## config.mk

```make
export PLATFORM = sky130hd
export DESIGN_NAME = key_load_ctrl
export DESIGN_NICKNAME = d
export VERILOG_FILES = /design/src/rtl/key_pkg.sv /design/src/rtl/key_load_ctrl.sv
export SDC_FILE = /design/constraint.sdc
export NUM_CORES = 1
export LEC_CHECK = 0
export ABC_AREA = 0
export CORE_ASPECT_RATIO = 1.1
export CORE_MARGIN = 8
export CORE_UTILIZATION = 45
export CTS_CLUSTER_SIZE = 25
export DETAILED_ROUTE_END_ITERATION = 16
export PLACE_DENSITY = 0.85
export SETUP_SLACK_MARGIN = 0.3
export SLEW_MARGIN = 20
export SYNTH_ARGS = -nofsm -noshare
export SYNTH_HDL_FRONTEND = slang
export SYNTH_SLANG_ARGS = --single-unit
```

## constraint.sdc

```tcl
create_clock -name clk -period 2.9 [get_ports clk]
set_input_delay 0.29 -clock clk [delete_from_list [all_inputs] [get_ports clk]]
set_output_delay 0.29 -clock clk [all_outputs]
set_load 0.05 [all_outputs]
```

## src/rtl/key_pkg.sv

```systemverilog
// Shared types and constants for the key load/verify sequencer.
package key_pkg;

  typedef enum logic [2:0] {
    S_IDLE,
    S_LOAD,
    S_RD,
    S_WT,
    S_DONE,
    S_LOCKED
  } state_t;

  localparam logic [7:0] LED_OFF  = 8'h00;
  localparam logic [7:0] LED_PASS = 8'h0F;
  localparam logic [7:0] LED_FAIL = 8'hF0;
  localparam logic [7:0] LED_LOCK = 8'hFF;

  localparam int RAM_AW = 5;

endpackage

```

## src/rtl/key_load_ctrl.sv

```systemverilog
// Loads a key byte-wise into the key RAM, reads it back, compares,
// and shows the verdict on the LEDs; locks after repeated failures.
module key_load_ctrl
  import key_pkg::*;
#(
  parameter int                    KEY_LEN   = 4,
  parameter logic [8*KEY_LEN-1:0]  KEY_VALUE = 32'h00C0FFEE,
  parameter int                    RD_LAT    = 1,
  parameter int                    MAX_FAIL  = 3
) (
  input  logic              clk,
  input  logic              rst_n,
  input  logic [7:0]        up_din,
  input  logic              up_valid,
  output logic              up_ready,
  input  logic              up_abort,
  output logic [RAM_AW-1:0] ram_addr,
  output logic [7:0]        ram_data,
  output logic              ram_wren,
  input  logic [7:0]        ram_q,
  output logic [7:0]        led_out,
  output logic              busy,
  output logic [3:0]        fail_cnt
);

  localparam logic [RAM_AW-1:0] LAST = RAM_AW'(KEY_LEN - 1);
  localparam logic [1:0]        CNT0 = 2'(RD_LAT - 1);
  localparam logic [3:0]        MAXF = 4'(MAX_FAIL);

  state_t              st_q, st_d;
  logic [RAM_AW-1:0]   idx_q, idx_d;
  logic [1:0]          cnt_q, cnt_d;
  logic                mis_q, mis_d;
  logic                vld_q, vld_d;
  logic [7:0]          led_q, led_d;
  logic [3:0]          fcnt_q, fcnt_d;

  logic                xfer;
  logic [8*KEY_LEN-1:0] key_sh;
  logic [7:0]          key_b;

  assign up_ready = (st_q == S_IDLE) || (st_q == S_DONE) ||
                    (st_q == S_LOAD);
  assign busy     = (st_q == S_LOAD) || (st_q == S_RD) ||
                    (st_q == S_WT);
  assign xfer     = up_valid & up_ready & ~up_abort;

  assign ram_wren = xfer;
  assign ram_addr = idx_q;
  assign ram_data = xfer ? up_din : 8'h00;
  assign led_out  = led_q;
  assign fail_cnt = fcnt_q;

  assign key_sh = KEY_VALUE >> {idx_q, 3'b000};
  assign key_b  = key_sh[7:0];

  always_comb begin
    st_d   = st_q;
    idx_d  = idx_q;
    cnt_d  = cnt_q;
    mis_d  = mis_q;
    vld_d  = vld_q;
    led_d  = led_q;
    fcnt_d = fcnt_q;
    unique case (st_q)
      S_IDLE, S_DONE: begin
        if (xfer) begin
          mis_d = 1'b0;
          if (KEY_LEN == 1) begin
            idx_d = '0;
            st_d  = S_RD;
          end else begin
            idx_d = RAM_AW'(1);
            st_d  = S_LOAD;
          end
        end
      end
      S_LOAD: begin
        if (up_abort) begin
          idx_d = '0;
          st_d  = S_IDLE;
        end else if (xfer) begin
          if (idx_q == LAST) begin
            idx_d = '0;
            st_d  = S_RD;
          end else begin
            idx_d = idx_q + 1'b1;
          end
        end
      end
      S_RD: begin
        if (up_abort) begin
          idx_d = '0;
          st_d  = S_IDLE;
        end else begin
          cnt_d = CNT0;
          vld_d = 1'b0;
          st_d  = S_WT;
        end
      end
      S_WT: begin
        if (up_abort) begin
          idx_d = '0;
          vld_d = 1'b0;
          st_d  = S_IDLE;
        end else if (vld_q) begin
          // last byte compared: register the verdict
          vld_d = 1'b0;
          idx_d = '0;
          if (!mis_q) begin
            led_d  = LED_PASS;
            fcnt_d = '0;
            st_d   = S_DONE;
          end else begin
            if (fcnt_q != MAXF) fcnt_d = fcnt_q + 1'b1;
            if (fcnt_q + 4'd1 == MAXF) begin
              led_d = LED_LOCK;
              st_d  = S_LOCKED;
            end else begin
              led_d = LED_FAIL;
              st_d  = S_DONE;
            end
          end
        end else if (cnt_q != 2'd0) begin
          cnt_d = cnt_q - 1'b1;
        end else begin
          mis_d = mis_q | (ram_q != key_b);
          if (idx_q == LAST) begin
            vld_d = 1'b1;
          end else begin
            idx_d = idx_q + 1'b1;
            st_d  = S_RD;
          end
        end
      end
      S_LOCKED: ;
      default: st_d = S_IDLE;
    endcase
  end

  always_ff @(posedge clk or negedge rst_n) begin
    if (!rst_n) begin
      st_q   <= S_IDLE;
      idx_q  <= '0;
      cnt_q  <= '0;
      mis_q  <= 1'b0;
      vld_q  <= 1'b0;
      led_q  <= LED_OFF;
      fcnt_q <= '0;
    end else begin
      st_q   <= st_d;
      idx_q  <= idx_d;
      cnt_q  <= cnt_d;
      mis_q  <= mis_d;
      vld_q  <= vld_d;
      led_q  <= led_d;
      fcnt_q <= fcnt_d;
    end
  end

endmodule
```

==> metrics.yaml, run 1 <==
status: "finished clean"
ys_top_cells_by_area: "dfrtp_1 33%, and3_1 4.2%, ha_1 3.7%"
finalNetCount: 221
synth_top_cell_by_area: "dfrtp_1"
drtAntennaViolNets: 0
post-route-min-period_ns: 2.46
yosys_warnings: 0
fin_util_pct: 61.4
yosysMostFrequentCell: "dfrtp_1"
fillers: 250
numCtsBuffers: 3
synth_edf_count: 0
dpl_worst_slack_ns: 0.433
port_buffers: 47
cts_tree: "yes"
yosysSeqAreaShare_pct: 33.3
start_util_pct: 45.9
rsz0062_at_grt: "false"
wl_per_cell_um: 16.2
routed_wirelength_mm: 3.70
power_uw: 1180
path_cells: "ha_1 > or4b_4 > a2111oi_4 > nor2_2 > mux2_4"
grt_first_pass_wirelength_mm: 6.15
maxCapViolations: 0
powerDensity_nw_per_um2: 651
vdd_ir_drop_max_uv: 623
wl_met2_mm: 1.95
clkTransAtPathRegs_ns: 0.11
grtUsageTotal_pct: 15.1
clk_latency_ns: 0.30
end_kind: "register"
syn2layout_area_growth_pct: 33.6
p_leak_uw: 0.000787
ios: 48
numClockSinks: 18
fmax_mhz: 407
rows: 21
synth_top_area_share_pct: 33.3
fp.coreArea_um2: 2940
num_vias: 1373
critical_path.slowest_cell: "a2111oi_4"
syn_area_um2: 1350
reg2reg_depth: 5
fin_tns_setup_ns: 0
crit_path_max_fanout: 10
cp.arrival_ns: 2.65
slew_violations: 0
required_ns: 3.09
die_area_um2: 5010
antenna_cells: 0
overflow: 0
worst_slew_pin_slew_ns: 0.846
post-route-drc-count: 0
postCtsSetupBuffers: 0
clock_skew_ns: 0.0100
dp_hpwl_mm: 2.90
synth_nets: 181
synth-seq-cells: 18
grt_max_degree: 19
r2r-start: "ram_addr[0]$_DFFE_PN0P_"
drive_gt1_share_pct: 12.8
timing.hold.ws_ns: 0.457
drt_first_pass_iters: 4
start_kind: "register"
r2r_setup_slack_ns: 0.44
fin_crit_sh_pct: 84.7
htree_num_levels: 1
async_flop_share_pct: 100
antenna_found_initial: 0
critPathKind: "register to register"
die_w_um: 68.3
hold_viol: 0
cp_slowest_stage_delay_ns: 0.62
grt_pass1_vias: 1387
root_buffer: "clkbuf_4"
synth_commonest_cells: "18 x dfrtp_1, 12 x inv_1, 10 x nand2_1"
syn-instance-count: 157
worstReg2RegEnd: "ram_addr[0]$_DFFE_PN0P_"
hp-class: "input port to asynchronous set/reset pin"
wl_met3_um: 228
first_iter_violations: 47
synth_cell_types: 49
m1WireLength_mm: 1.48
die_h_um: 73.5
final-setup-viol-count: 0
slew_headroom_pct: 43.4
place_congestion: 0.887
synth.avg_cell_area_um2: 8.61
ctsHoldBuffers: 0
top_layer: "met4"
clockBufferDepth: 2
synth_ff_type: "dfrtp_1"
fin_ws_ns: 0.444
viasPerCell: 6.00
-- per-stage QoR --
step | instances | cell area [um2]
2_1_floorplan | 157 | 1350
3_3_place_gp | 226 | 1780
3_5_place_dp | 226 | 1780
4_1_cts | 229 | 1800
5_1_grt | 229 | 1810
6_report | 229 | 1810
-- cells by family after synthesis --
kind of cell    after synthesis  share of synthesized area [%]
simple gates                 59                           25.0
compound gates               47                           26.4
buf+inv                      26                           8.98
flops                        18                           33.3
fa+ha+maj                     4                           3.70
mux                           3                           2.59
-- report_power, final --
group          total, uW  leakage, uW  switching (uW)  internal [uW]
clock network        131    0.0000138            82.2           48.4
logic                671     0.000542             409            262
registers            373     0.000231            83.4            290
total               1180     0.000787             574            601
-- area by class of cell --
class                      count  area, um2  area share, %
clock buffer                   3       22.5           1.25
sequential                    18        450           24.9
multi-input combinational    113        779           43.2
inverter                      12       45.0           2.49
timing repair buffer          49        465           25.8
tap                           34       42.5           2.36
-- flip-flops by register name, summed over array words and instances, names as in the netlist --
| signal | flops |
|---|---|
| vld_q | 1 |
| mis_q | 1 |
| cnt_q | 2 |
| st_q | 3 |
| fail_cnt | 4 |
| ram_addr | 5 |
| led_out | 2 |
-- critical path, delay by kind of cell, from the launching register on --
kind / cells / cell delay [ns]
flops: 1 / 0.49
simple gates: 2 / 0.65
compound gates: 1 / 0.62
fa+ha+maj: 1 / 0.28
mux: 1 / 0.32
-- cells in the final DEF (no fill, tap or decap), types with 2 or more instances in the layout --
cell type / count
clkdlybuf4s50_1: 37
a211oi_1: 4
nand3b_1: 2
a2111oi_0: 2
and3_1: 9
a21o_1: 3
o32ai_1: 3
nand2_1: 10
nor4_1: 2
o22ai_1: 3
nand3_1: 4
a211o_1: 2
o31ai_1: 4
clkbuf_4: 3
and2_1: 3
buf_4: 11
nor2_1: 7
nor2b_1: 2
o21a_1: 3
ha_1: 4
mux2i_1: 2
dfrtp_1: 18
inv_1: 12
nor3_1: 6
or2_2: 2
a21oi_1: 5
o21ai_0: 9
-- metal layers --
layer	up-vias	track usage, %
li1	659	-
met1	659	17.6
met2	50	26.3
met3	5	3.66
met4	0	4.33
met5	-	0
-- repair_timing --
| item | CTS | global route |
|---|---|---|
| hold endpoints to repair | 0 | 0 |
| setup endpoints to repair | 0 | 5 |
| resized for setup | 0 | 1 |
-- how the worst max path moves through the flow --
stage,depth (start not counted),startpoint,slack [ns],endpoint
after global routing,5,ram_addr[0]$_DFFE_PN0P_,0.31,ram_addr[0]$_DFFE_PN0P_
after detailed placement,5,ram_addr[0]$_DFFE_PN0P_,0.43,ram_addr[0]$_DFFE_PN0P_
after floorplan,5,ram_addr[0]$_DFFE_PN0P_,0.32,ram_addr[0]$_DFFE_PN0P_
after global placement,5,ram_addr[0]$_DFFE_PN0P_,0.51,ram_addr[0]$_DFFE_PN0P_
final,5,ram_addr[0]$_DFFE_PN0P_,0.44,ram_addr[0]$_DFFE_PN0P_
after CTS,2,st_q[1]$_DFFE_PN0P_,0.38,up_ready
No activity file was read; power rests on OpenSTA's default activity.
==> inputs of run 2 (changes only) <==
Settings changed: CORE_UTILIZATION 45 to 40, PLACE_DENSITY 0.85 to 0.8.
Clock period 2.9 ns to 2 ns, I/O delays scaled along.
==> run 2 against run 1 <==
  * The flow now finishes with violations (negative setup slack)
  * Hold slack worse by 0.20 ns
  * Power is 89% higher
  * Via count is 14% higher
  * Combinational power is 120% higher
  * Global-route usage is 0.62 points higher
  * Critical path depth is 1 higher
  * Sequential share of layout area is 5.4 points lower
  * Core utilization is 9.7 points higher
  * Count of clock-buffer cells in the layout is 1 higher
  * Non-clock buffer count is 29 higher
  * Clock skew is 0.0063 ns lower
  * Highest routed layer unchanged
==> metrics.yaml, run 2 (synthesis gave the netlist of run 1 again) <==
wl_per_cell_um: 18.5  # was 16.2 um
drtAntennaViolNets: 0  # unchanged
fin_tns_setup_ns: -0.0427  # was 0 ns
intPower_uw: 1170  # was 601 uW
finalNetCount: 251  # was 221
final-setup-viol-count: 4  # was 0
numClockSinks: 18  # unchanged
required_ns: 2.21  # was 3.09 ns
pwr-share-clk_pct: 10.7  # was 11.1%
place_congestion: 0.920  # was 0.887
syn2layout_area_growth_pct: 72.3  # was 33.6%
worst-path-buf-inv: 1  # was 0
cp_slowest_stage_delay_ns: 0.49  # was 0.62 ns
grt_first_pass_wirelength_mm: 7.13  # was 6.15 mm
grt_max_degree: 14  # was 19
r2r_setup_slack_ns: -0.02  # was 0.44 ns
pwr-share-seq_pct: 22.7  # was 31.8%
drt_first_pass_iters: 4  # unchanged
rsz0062_at_grt: "true"  # was false
critPathKind: "register to register"  # unchanged
routed_wirelength_mm: 4.84  # was 3.70 mm
fmax_mhz: 494  # was 407 MHz
slew_headroom_pct: 60.5  # was 43.4%
first_iter_violations: 61  # was 47
end_kind: "register"  # unchanged
fin_ws_ns: -0.0244  # was 0.444 ns
cp.arrival_ns: 2.23  # was 2.65 ns
status: "finished with violations"  # was finished clean
clockBufferDepth: 2  # unchanged
overflow: 0  # unchanged
cp_top_family: "compound AO/OA/AOI/OAI gates"  # was simple AND/OR/NAND/NOR gates
fin_crit_sh_pct: 101  # was 84.7%
final_cell_mix: "30 x buf_4, 19 x clkdlybuf4s50_1, 14 x dfrtp_1, 13 x dlygate4sd2_1, 12 x inv_1"  # was 37 x clkdlybuf4s50_1, 18 x dfrtp_1, 12 x inv_1, 11 x buf_4, 10 x nand2_1
worstReg2RegEnd: "ram_addr[4]$_DFFE_PN0P_"  # was ram_addr[0]$_DFFE_PN0P_
hp-class: "input port to asynchronous set/reset pin"  # unchanged
antenna_found_initial: 0  # unchanged
crit_path_max_fanout: 4  # was 10
reg2reg_depth: 6  # was 5
slew_violations: 0  # unchanged
place_inst: 248  # was 226
fp.coreArea_um2: 3280  # was 2940 um2
final_common_cell: "buf_4"  # was clkdlybuf4s50_1
r2r-start: "ram_addr[0]$_DFFE_PN0P_"  # unchanged
maxCapViolations: 0  # unchanged
vdd_ir_drop_max_uv: 867  # was 623 uV
post-route-drc-count: 0  # unchanged
critical_path.slowest_cell: "or4b_4"  # was a2111oi_4
hold_viol: 0  # unchanged
die_area_um2: 5500  # was 5010 um2
viasPerCell: 5.97  # was 6.00
post-route-min-period_ns: 2.02  # was 2.46 ns
ctsHoldBuffers: 0  # unchanged
num_vias: 1563  # was 1373
grt_pass1_vias: 1547  # was 1387
path_cells: "ha_4 > or4b_4 > a2111oi_4 > buf_4 > o31ai_2 > a22o_1"  # was ha_1 > or4b_4 > a2111oi_4 > nor2_2 > mux2_4
worst_slew_pin_slew_ns: 0.591  # was 0.846 ns
die_h_um: 77.0  # was 73.5 um
stdcell_count: 262  # was 229
p_leak_uw: 0.00102  # was 0.000787 uW
clock_skew_ns: 0.00374  # was 0.0100 ns
die_w_um: 71.4  # was 68.3 um
start_util_pct: 41.3  # was 45.9%
clkTransAtPathRegs_ns: 0.11  # about the same
port_buffers: 47  # unchanged
largest_reg_flops: 5  # unchanged
antenna_cells: 0  # unchanged
start_kind: "register"  # unchanged
numCtsBuffers: 3  # unchanged
failed_checks: "negative setup slack"
clk_latency_ns: 0.31  # was 0.30 ns
grtUsageTotal_pct: 15.7  # was 15.1%
ios: 48  # unchanged
drive_gt1_share_pct: 43.4  # was 12.8%
switching_share_pct: 47.1  # was 48.9%
rows: 22  # was 21
dp_hpwl_mm: 3.48  # was 2.90 mm
switchingPower_uw: 1050  # was 574 uW
pwr-share-comb_pct: 66.6  # was 57.1%
cts_tree: "yes"  # unchanged
timing.hold.ws_ns: 0.253  # was 0.457 ns
powerDensity_nw_per_um2: 953  # was 651 nW/um2
root_buffer: "clkbuf_4"  # unchanged
fillers: 251  # was 250
htree_num_levels: 1  # unchanged
## run 2: metrics by stage
| step | util [%] | worst slack, ns | power, uW | cell area, um2 |
|---|---|---|---|---|
| 2_1_floorplan | - | -0.259 | 1280 | 1400 |
| 3_3_place_gp | 63.7 | -0.0872 | 1710 | 2090 |
| 3_5_place_dp | 63.7 | -0.144 | 1740 | 2090 |
| 4_1_cts | 66.3 | -0.0530 | 2040 | 2170 |
| 5_1_grt | 71.1 | -0.0864 | 2330 | 2330 |
| 6_report | 71.1 | -0.0244 | 2220 | 2330 |
## run 2: how the worst max path moves through the flow
| stage | to | cells after the start | from |
|---|---|---|---|
| final | ram_addr[4]$_DFFE_PN0P_ | 6 | ram_addr[0]$_DFFE_PN0P_ |
| after global routing | ram_addr[4]$_DFFE_PN0P_ | 6 | ram_addr[0]$_DFFE_PN0P_ |
| after CTS | ram_addr[4]$_DFFE_PN0P_ | 6 | ram_addr[0]$_DFFE_PN0P_ |
| after detailed placement | ram_addr[2]$_DFFE_PN0P_ | 6 | up_abort |
| after global placement | ram_addr[4]$_DFFE_PN0P_ | 6 | up_abort |
| after floorplan | ram_addr[0]$_DFFE_PN0P_ | 5 | ram_addr[0]$_DFFE_PN0P_ |
## run 2: layer usage
metal  vias to the layer above  track usage (%)  share of wire, %
met5                         -                0                 0
met4                         0             4.58               2.6
met3                        14             3.64               4.7
met2                        48             30.5                56
met1                       776             15.9                37
li1                        725                -                 -
## run 2: what timing repair did
action	in CTS	in global routing
cloned	0	1
gates resized for setup	26	37
endpoints found under the setup margin	40	24
buffers inserted	4	5
pin swaps	10	7
## run 2: area by class of cell
class                      instances  area (um2)  share of cell area, %
multi-input combinational        114         983                   42.2
timing repair buffer              78         763                   32.8
sequential                        18         455                   19.6
inverter                          12        45.0                   1.93
tap                               36        45.0                   1.93
clock buffer                       4        36.3                   1.56
## run 2: power groups by stage
stage / logic (uW) / clock network [uW] / registers, uW
after global routing: 1570 / 254 / 508
after CTS: 1310 / 234 / 494
final: 1480 / 238 / 503
after global placement: 1190 / 0 / 515
after detailed placement: 1220 / 0 / 520
after floorplan: 675 / 0 / 602
==> RTL change (settings of run 1) <==
Put one more register stage on the output `led_out`, without a reset. The value now appears one clock later. The other outputs are not delayed to match.
--- a/src/rtl/key_load_ctrl.sv
+++ b/src/rtl/key_load_ctrl.sv
@@ -49,5 +49,7 @@
   assign ram_addr = idx_q;
   assign ram_data = xfer ? up_din : 8'h00;
-  assign led_out  = led_q;
+  always_ff @(posedge clk) begin
+    led_out <= led_q;
+  end
   assign fail_cnt = fcnt_q;
 
Formal check against the unedited RTL: same outputs for any inputs over 10 cycles, from zero or initial values and one cycle with rst_n low; that may be too few to reach the edited logic, so the function may still have changed.
==> RTL change against run 1 <==
Critical path depth unchanged; power decreased by 14%; via count increased by 1.5%; wire length decreased by 0.78%; global-route usage increased by 0.37 points; fmax increased by 1.4%; utilization increased by 0.51 points; setup slack improved by 35 ps; sequential cell count increased by 2; synthesized area increased by 2.9%; design area increased by 2.6%; largest power group unchanged.
==> RTL change: results (changes against run 1) <==
status = complete, no violations (unchanged)
Area contributors post-synth = dfrtp_1, and3_1, o21ai_0, ha_1, buf_4 (was dfrtp_1, and3_1, ha_1, o21ai_0, buf_4)
Hold Crit Start = led_q[3]
worst setup path end = ram_addr[0] (unchanged)
main flop type after synthesis = dfrtp_1 (unchanged)
Crit-path slowest cell = or4b_1 (was a2111oi_4)
First-pass DRT Iterations = 4 (unchanged)
Final #Nets = 223 (was 221)
routed vias = 1393 (was 1373)
initial antenna violation count = 0 (unchanged)
CP top delay family = simple AND/OR/NAND/NOR gates (unchanged)
post-detail-place hpwl = 2830 um (was 2900 um)
Rel. slew slack = 0.465 (was 0.434)
Min-Delay Endpoint = led_out[3]
routability congestion estimate from global placement = 0.830 (was 0.887)
H-tree Lvls = 1 (unchanged)
GRT Overall Usage = 0.155 (was 0.151)
Pleak = 0.831 nW (was 0.787 nW)
post-synthesis mux area share = 0.0252 (was 0.0259)
Syn Inst Count = 159 (was 157)
Hold WC Path Type = reg -> reg (was in -> async)
CTS Buf Count = 3 (unchanged)
top cells by count, synth = dfrtp_1, nand2_1, and3_1, o21ai_0, nor2_1 (was dfrtp_1, inv_1, nand2_1)
Ant. Diodes = 0 (unchanged)
filler cell count = 263 (was 250)
VDD IR max = 0.285 mV (was 0.623 mV)
met2 usage = 0.257 (was 0.263)
sequential share of the synthesized area = 0.353 (was 0.333)
Compound-Gate Fraction of Synth Area = 0.218 (was 0.264)
distinct cell type count after synthesis = 49 (unchanged)
Worst Hold Margin = 395 ps (was 457 ps)
Port Buf Inserts = 47 (unchanged)
Synth Area in XOR/XNOR = 0.00630 (was 0)
clk root buf = clkbuf_4 (unchanged)
CP startpoint = ram_addr[0] (unchanged)
first-pass GRT wire length = 6200 um (was 6150 um)
M1 GR Usage = 0.176 (about the same)
WL/cell = 15.8 um (was 16.2 um)
share of post-route cells with drive strength above 1 = 0.136 (was 0.128)
synth warn = 0 (unchanged)
pre-CTS setup slack = 574 ps (was 433 ps)
Post-Route WL = 3670 um (was 3700 um)
dpl cells = 228 (was 226)
Hold Path Cell Cnt = 0
Initial DRC Count = 56 (was 47)
syn nets = 183 (was 181)
CTS Buffer Depth = 2 (unchanged)
Final period util = 0.835 (was 0.847)
post-synthesis async set-or-reset flop share = 0.900 (was 1.00)
insertion delay to the later sink of the worst-skew pair = 320 ps (was 300 ps)
Worst-path clk slew = 130 ps (was 110 ps)
worst-path fanout max = 8 (was 10)
Placed Area = 0.00182 mm2 (was 0.00178 mm2)
grt met3 use = 0.0422 (was 0.0366)
Clock Skew = 18.7 ps (was 10.0 ps)
WP data arrival = 2620 ps (was 2650 ps)
flop2flop setup slack = 480 ps (was 440 ps)
post-synthesis adder-cell area fraction = 0.0360 (was 0.0370)
## RTL change: cell count changes after synthesis, moves of 3 or more
cell and change:
nor2b_1 +3, nor3_1 -5, inv_1 -5, nor2_1 +3
## RTL change: metal layers
| layer | part of all wire | vias to the layer above |
|---|---|---|
| li1 | - | 660 |
| met1 | 0.39 | 644 |
| met2 | 0.48 | 82 |
| met3 | 0.11 | 7 |
| met4 | 0.021 | 0 |
| met5 | 0 | - |
## RTL change: power breakdown
part,internal (mW),total (mW),switching (mW)
combinational,0.188,0.460,0.272
sequential,0.313,0.383,0.0708
clock,0.0768,0.167,0.0905
## RTL change: timing repair
action	4_1_cts	5_1_grt
setup buffers	0	0
endpoints found under the setup margin	0	1
gates resized for setup	0	1
hold buffers	0	0
## RTL change: cell type report
class | count | area, um2 | area share
flip-flops and latches | 20 | 492 | 0.265
multi-input cells | 118 | 793 | 0.428
inverters | 7 | 26.3 | 0.0142
clock buffers | 4 | 36.3 | 0.0196
well taps | 34 | 42.5 | 0.0230
repair buffers | 49 | 463 | 0.250
